[src/rtl/id_ex_alu_decoder_pkg.sv]
// Shared ALU operation codes, RV32I opcode constants and ID/EX control bundle.
// Consumed by the ID/EX decoder and the EX-stage ALU.
package id_ex_alu_decoder_pkg;

    typedef enum logic [3:0] {
        ALU_AND = 4'b0000,
        ALU_OR  = 4'b0001,
        ALU_ADD = 4'b0010,
        ALU_SUB = 4'b0110,
        ALU_SLT = 4'b0111,
        ALU_NOP = 4'b1111
    } alu_op_e;

    localparam logic [6:0] OPC_OP     = 7'b0110011;
    localparam logic [6:0] OPC_OP_IMM = 7'b0010011;
    localparam logic [6:0] OPC_LOAD   = 7'b0000011;
    localparam logic [6:0] OPC_STORE  = 7'b0100011;
    localparam logic [6:0] OPC_BRANCH = 7'b1100011;

    localparam logic [2:0] F3_ADD = 3'b000;
    localparam logic [2:0] F3_SLT = 3'b010;
    localparam logic [2:0] F3_OR  = 3'b110;
    localparam logic [2:0] F3_AND = 3'b111;
    localparam logic [2:0] F3_LW  = 3'b010;
    localparam logic [2:0] F3_SW  = 3'b010;
    localparam logic [2:0] F3_BEQ = 3'b000;

    localparam logic [6:0] F7_BASE = 7'b0000000;
    localparam logic [6:0] F7_ALT  = 7'b0100000;

    typedef enum logic [1:0] {
        IMM_NONE,
        IMM_I,
        IMM_S,
        IMM_B
    } imm_fmt_e;

    typedef struct packed {
        logic    ex_valid;
        alu_op_e alu_ctrl;
        logic    alu_src_imm;
        logic    reg_write;
        logic    mem_read;
        logic    mem_write;
        logic    branch;
        logic    illegal;
    } ctrl_t;

    localparam ctrl_t CTRL_BUBBLE = '{
        ex_valid:    1'b0,
        alu_ctrl:    ALU_NOP,
        alu_src_imm: 1'b0,
        reg_write:   1'b0,
        mem_read:    1'b0,
        mem_write:   1'b0,
        branch:      1'b0,
        illegal:     1'b0
    };

    // Shared by register and immediate ALU forms; NOP marks an unsupported funct3.
    function automatic alu_op_e arith_op(input logic [2:0] funct3);
        case (funct3)
            F3_ADD:  return ALU_ADD;
            F3_AND:  return ALU_AND;
            F3_OR:   return ALU_OR;
            F3_SLT:  return ALU_SLT;
            default: return ALU_NOP;
        endcase
    endfunction

endpackage

[src/rtl/id_ex_alu_decoder_imm_gen.sv]
// Combinational instruction decode: control bundle plus sign-extended immediate.
// Zero latency; no flow control (pure function of the instruction word).
module imm_gen
    import id_ex_alu_decoder_pkg::*;
#(
    parameter int XLEN = 32
) (
    input  logic [31:0]     instr_i,
    output ctrl_t           ctrl_o,
    output logic [XLEN-1:0] imm_o
);

    logic [6:0] opcode;
    logic [2:0] funct3;
    logic [6:0] funct7;
    imm_fmt_e   fmt;
    alu_op_e    arith;
    logic       unused_rs1;

    assign opcode     = instr_i[6:0];
    assign funct3     = instr_i[14:12];
    assign funct7     = instr_i[31:25];
    assign arith      = arith_op(funct3);
    assign unused_rs1 = ^instr_i[19:15];

    always_comb begin
        // Unless a legal form matches below, the slot is a real but illegal instruction.
        ctrl_o          = CTRL_BUBBLE;
        ctrl_o.ex_valid = 1'b1;
        ctrl_o.illegal  = 1'b1;
        fmt             = IMM_NONE;

        case (opcode)
            OPC_OP: begin
                if (funct3 == F3_ADD && funct7 == F7_ALT) begin
                    ctrl_o.alu_ctrl  = ALU_SUB;
                    ctrl_o.reg_write = 1'b1;
                    ctrl_o.illegal   = 1'b0;
                end else if (funct7 == F7_BASE && arith != ALU_NOP) begin
                    ctrl_o.alu_ctrl  = arith;
                    ctrl_o.reg_write = 1'b1;
                    ctrl_o.illegal   = 1'b0;
                end
            end
            OPC_OP_IMM: begin
                if (arith != ALU_NOP) begin
                    ctrl_o.alu_ctrl    = arith;
                    ctrl_o.alu_src_imm = 1'b1;
                    ctrl_o.reg_write   = 1'b1;
                    ctrl_o.illegal     = 1'b0;
                    fmt                = IMM_I;
                end
            end
            OPC_LOAD: begin
                if (funct3 == F3_LW) begin
                    ctrl_o.alu_ctrl    = ALU_ADD;
                    ctrl_o.alu_src_imm = 1'b1;
                    ctrl_o.reg_write   = 1'b1;
                    ctrl_o.mem_read    = 1'b1;
                    ctrl_o.illegal     = 1'b0;
                    fmt                = IMM_I;
                end
            end
            OPC_STORE: begin
                if (funct3 == F3_SW) begin
                    ctrl_o.alu_ctrl    = ALU_ADD;
                    ctrl_o.alu_src_imm = 1'b1;
                    ctrl_o.mem_write   = 1'b1;
                    ctrl_o.illegal     = 1'b0;
                    fmt                = IMM_S;
                end
            end
            OPC_BRANCH: begin
                if (funct3 == F3_BEQ) begin
                    ctrl_o.alu_ctrl = ALU_SUB;
                    ctrl_o.branch   = 1'b1;
                    ctrl_o.illegal  = 1'b0;
                    fmt             = IMM_B;
                end
            end
            default: ;
        endcase
    end

    always_comb begin
        imm_o = '0;
        case (fmt)
            IMM_I: imm_o = {{(XLEN-12){instr_i[31]}}, instr_i[31:20]};
            IMM_S: imm_o = {{(XLEN-12){instr_i[31]}}, instr_i[31:25], instr_i[11:7]};
            IMM_B: imm_o = {{(XLEN-13){instr_i[31]}}, instr_i[31], instr_i[7],
                            instr_i[30:25], instr_i[11:8], 1'b0};
            default: imm_o = '0;
        endcase
    end

endmodule

[src/rtl/id_ex_alu_decoder.sv]
// ID/EX pipeline register holding decoded ALU/memory/branch control and immediate.
// 1-cycle latency; stall holds the register, flush (over stall) loads a bubble.
module id_ex_alu_decoder
    import id_ex_alu_decoder_pkg::*;
#(
    parameter int XLEN = 32
) (
    input  logic            clk,
    input  logic            rst_n,
    input  logic            id_valid,
    input  logic [31:0]     instr,
    input  logic            stall,
    input  logic            flush,
    output logic            ex_valid,
    output logic [3:0]      alu_ctrl,
    output logic            alu_src_imm,
    output logic [XLEN-1:0] ex_imm,
    output logic            reg_write,
    output logic            mem_read,
    output logic            mem_write,
    output logic            branch,
    output logic            illegal
);

    ctrl_t           dec_ctrl;
    logic [XLEN-1:0] dec_imm;
    ctrl_t           ctrl_d, ctrl_q;
    logic [XLEN-1:0] imm_d, imm_q;

    imm_gen #(.XLEN(XLEN)) u_imm_gen (
        .instr_i (instr),
        .ctrl_o  (dec_ctrl),
        .imm_o   (dec_imm)
    );

    always_comb begin
        ctrl_d = ctrl_q;
        imm_d  = imm_q;
        if (flush || (!stall && !id_valid)) begin
            ctrl_d = CTRL_BUBBLE;
            imm_d  = '0;
        end else if (!stall) begin
            ctrl_d = dec_ctrl;
            imm_d  = dec_imm;
        end
    end

    always_ff @(posedge clk) begin
        if (!rst_n) begin
            ctrl_q <= CTRL_BUBBLE;
            imm_q  <= '0;
        end else begin
            ctrl_q <= ctrl_d;
            imm_q  <= imm_d;
        end
    end

    assign ex_valid    = ctrl_q.ex_valid;
    assign alu_ctrl    = ctrl_q.alu_ctrl;
    assign alu_src_imm = ctrl_q.alu_src_imm;
    assign ex_imm      = imm_q;
    assign reg_write   = ctrl_q.reg_write;
    assign mem_read    = ctrl_q.mem_read;
    assign mem_write   = ctrl_q.mem_write;
    assign branch      = ctrl_q.branch;
    assign illegal     = ctrl_q.illegal;

endmodule

[config.mk]
export PLATFORM = sky130hd
export DESIGN_NAME = id_ex_alu_decoder
export DESIGN_NICKNAME = d
export VERILOG_FILES = /design/src/rtl/id_ex_alu_decoder_pkg.sv /design/src/rtl/id_ex_alu_decoder_imm_gen.sv /design/src/rtl/id_ex_alu_decoder.sv
export SDC_FILE = /design/constraint.sdc
export NUM_CORES = 1
export LEC_CHECK = 0
export ABC_AREA = 1
export CELL_PAD_IN_SITES_DETAIL_PLACEMENT = 0
export CELL_PAD_IN_SITES_GLOBAL_PLACEMENT = 2
export CORE_MARGIN = 2
export CORE_UTILIZATION = 21
export CTS_CLUSTER_DIAMETER = 100
export DETAILED_ROUTE_END_ITERATION = 16
export PLACE_DENSITY = 0.95
export REMOVE_ABC_BUFFERS = 1
export SLEW_MARGIN = 20
export SYNTH_ARGS = -nofsm -noshare
export SYNTH_HDL_FRONTEND = slang
export SYNTH_SLANG_ARGS = --single-unit
[constraint.sdc]
create_clock -name clk -period 2.6 [get_ports clk]
set_clock_uncertainty 0.2 [all_clocks]
set_input_delay 0.52 -clock clk [delete_from_list [all_inputs] [get_ports clk]]
set_output_delay 0.52 -clock clk [all_outputs]
set_load 0.01 [all_outputs]
# Word level (Yosys, flattened, before mapping)
# Index checks and enable logic that the tools add are counted.
# W data, S select, Z words.
# word_totals
ff_bits	43
wordCells	61
inputBits	37
output_inout_bits	43
# classes
n_eq_ne	13
bitwise_logic	1
n_mux	28
n_reduce_logical	10
# op_table
op	count
$pmux W32 S3	1
$eq A7 B6 Y1 const B	3
$pmux W4 S5	1
$pmux W4 S4	1
$mux W1	12
$mux W4	3
$pmux W2 S4	1
$eq A7 B2 Y1 const B	1
$eq A7 B5 Y1 const B	1
$eq A7 B7 Y1 const B	1
$logic_not A7 Y1	1
$mux W7	1
$eq A3 B3 Y1 const B	2
$mux W2	3
$mux W6	1
$pmux W1 S3	2
$mux W5	1
$eq A2 B2 Y1 const B	2
$ne A4 B4 Y1 const B	1
$pmux W1 S4	1
$reduce_or A2 Y1	2
$eq A3 B2 Y1 const B	1
$logic_and A1 B1 Y1	3
$logic_not A3 Y1	1
other kinds (4)	5

# Longest topological paths before layout
# logic_depth
ltp_word	7
depth_mapped	10

# Cells and area by module
# From an unflattened synthesis, not the netlist that was laid out.
# hier_totals
hier_cells	453
hier_area_um2	2707.6
# modules_own_cells
module	area_per_inst_um2	cells_each	n_inst	seq_area_each_um2
id_ex_alu_decoder	1973.1	317	1	860.8
imm_gen	734.5	136	1	0.0

# Worst setup path before layout
# No wires, ideal clock.
# synth_timing
path_type	register to output
start	register ex_imm[30] (netlist name)
end	output ex_imm[13]
stages_incl_launch_ff	2
t_arrival_ps	874
setup_slack_ps	1006
t_required_ps	1880
path_buffers	1
cell_sequence	dfxtp_1 > buf_4
# synth_lines
element	line	text
end, declared	id_ex_alu_decoder.sv:17	output logic [XLEN-1:0] ex_imm,

==> flow_summary.toml <==
[routing]
post_drt_via_cell_ratio = 4.02
drc_errors = 0
drtAntennaViolNets = 0
initial_drt_markers = 63
drtPass1Iterations = 4
post_drt_wl_per_cell_um = 10.8
routed_wirelength_um = 3910
vias = 1453

[final_layout]
area_delta_synth_final_pct = 53.3
antenna-diode-count = 0
post_layout_nonfiller_instances = 361
fin_area_um2 = 2270
number_of_nets_in_the_finished_design = 303
final_layout_size_suffix_gt1_share_pct = 13.6

[place]
place.gp.congestion = 0.816
placed_cells = 357
detailed_place_hpwl_um = 3250
buffers_on_ports = 74
dpl-instance-area_um2 = 2200

[clock_network]
cts_root_buffer = "clkbuf_8"
tritoncts_clock_tree = "yes"
clk_pin_slew_ns = 0.09
post-cts-setup-buffer-count = 0
cts.sinks = 24
clock_insertion_delay_worst_skew_ns = 0.27
clockBufferDepth = 2
cts_hold_buffers = 0
cts-buffers-inserted = 3
h-tree-depth = 1
cts.repair.resized = 0

[logic_synthesis]
yosysWarnings = 0
synth_cell_types = 29
synth-edff-count = 0
netlist_top_cells_area = "dfxtp_1, nand2_1, buf_4"
async_flop_share_pct = 0
synth_top_area_share_pct = 32.5
synthesis.instances = 207
synth_top_cells_by_count = "nand2_1, dfxtp_1, buf_4"
synth-seq-area-share_pct = 32.5
yosys.area.top_type = "dfxtp_1"
most_frequent_cell_after_synthesis = "nand2_1"
syn_area_um2 = 1480
syn_avg_cell_area_um2 = 7.14
postSynthRegisterBits = 24
synth_top_flop_cell = "dfxtp_1"

[grt]
grt-ovfl-total = 0
grt_first_pass_wirelength_um = 6090
first_global_vias = 1301
grt_util_all_layers_pct = 9.97
grt_start_max_net_pins = 22
initial_antenna_violation_count = 0

[pwr]
power.share.combinational_pct = 15.8
p_per_area_nw_per_um2 = 367
worst_ir_drop_vdd_uv = 175
swShare_pct = 22.4
clockPowerShare_pct = 39.1
p_switching_w = 0.000186
cell_internal_pwr_w = 0.000645
power_frac_seq_pct = 45.1
p_leak_nw = 0.850

[status]
status = "finished clean"

[sta]
report.final.setup_viol = 0
maxSlewViolCount = 0
final.period_utilization_pct = 89.1
totalNegativeSetupSlack_ns = 0
hold_viol = 0
clock.fmax_ghz = 0.432
setup_repair_after_global_routing_missed_its_margin = "no"
tightest_slew_ns = 0.549
finalCriticalPeriod_ns = 2.32
slew-limit-headroom_pct = 63.4

[worst_setup_path]
crit_path_end_kind = "primary output"
critPathArrivalTime_ns = 1.60
crit_family = "flip-flops"
slowest_delay_ns = 0.68
worstPathCellList = "clkdlybuf4s50_1"
reg2reg_from = "ex_imm[30]"
category_of_the_critical_setup_timing_path = "reg2out"
critical-path-slowest-cell = "dfxtp_1"
crit_path_max_fanout = 21
crit_path_start = "ex_imm[30]"
cp-start-kind = "register"
critical_path_buf_inv_count = 1
cp_data_required_time_ns = 1.88

[hold_path]
holdCritStartpoint = "ex_imm[8]"
hold_path.class = "reg2reg"

[job]
total_of_max_cap_violations = 0

[floorplanning]
num_rows = 30
initial_utilization_pct = 21.8
full_die_area_um2 = 7730
io_pins = 80
die_width_um = 87.9
fp.coreArea_um2 = 6790
die_y_um = 87.9
-- final timing paths --
| check | to | slack (ns) | cells after the start |
|---|---|---|---|
| min | ex_imm[8] | 0.27 | 2 |
| min reg2reg | ex_imm[8] | 0.27 | 2 |
| max | ex_imm[18] | 0.28 | 1 |
| max reg2reg | ex_imm[30] | 1.42 | 2 |
-- through the flow --
step | util, % | power (W) | setup slack (ns) | hold WS (ns)
after global placement | 32.3 | 0.000515 | 0.365 | 0.253
after floorplan | - | 0.000431 | 0.312 | 0.287
after CTS | 33.4 | 0.000841 | 0.248 | 0.271
after detailed placement | 32.3 | 0.000516 | 0.331 | 0.257
after global routing | 33.4 | 0.000868 | 0.178 | 0.290
final | 33.4 | 0.000831 | 0.283 | 0.271
-- layer usage --
metal	global-route usage [%]	wire length (µm)	vias up
li1	-	-	770
met1	13.3	1800	631
met2	16.5	1840	48
met3	2.36	238	4
met4	1.82	35	0
met5	0	0	-
-- area by class of cell --
type | count | area (µm²)
clock buffer | 3 | 41.3
clock inverter | 1 | 30.0
fill | 745 | 4530
inverter | 16 | 60.1
multi-input combinational | 143 | 764
sequential | 24 | 480
tap | 96 | 120
timing repair buffer | 78 | 771
-- power by group through the flow --
stage / clock [W] / combinational, W / sequential (W)
floorplan: 0 / 0.0000458 / 0.000386
global placement: 0 / 0.000131 / 0.000384
detailed placement: 0 / 0.000132 / 0.000384
CTS: 0.000333 / 0.000133 / 0.000375
global route: 0.000347 / 0.000145 / 0.000376
finish: 0.000325 / 0.000131 / 0.000375
-- cells by family after synthesis --
kind of cell / count (synthesis) / share of synthesized area [%]
AO/OA/AOI/OAI: 31 / 11.8
buffers and inverters: 40 / 15.8
flip-flops: 24 / 32.5
AND/OR/NAND/NOR: 112 / 39.9
-- registers in the layout (all words and copies together) (netlist names) --
register	count
ex_imm	13
alu_ctrl	4
alu_src_imm	1
branch	1
ex_valid	1
illegal	1
mem_read	1
mem_write	1
reg_write	1
-- cell usage in the layout, fill, tap and decap left out, drive strengths merged, types with 2 or more instances in the layout --
cell           instances
clkdlybuf4s50         74
nand2                 67
dfxtp                 24
nand3                 21
a21oi                 21
nor2                  18
inv                   15
o21ai                  8
buf                    4
clkbuf                 3
nand4                  3
nor3                   2
-- worst reg2reg max path, cell delays in order, from the launching register on --
cell and delay [ns]:
dfxtp_1 0.68, nand2_1 0.10, a21oi_1 0.15
Power figures use the tool's default switching activity.
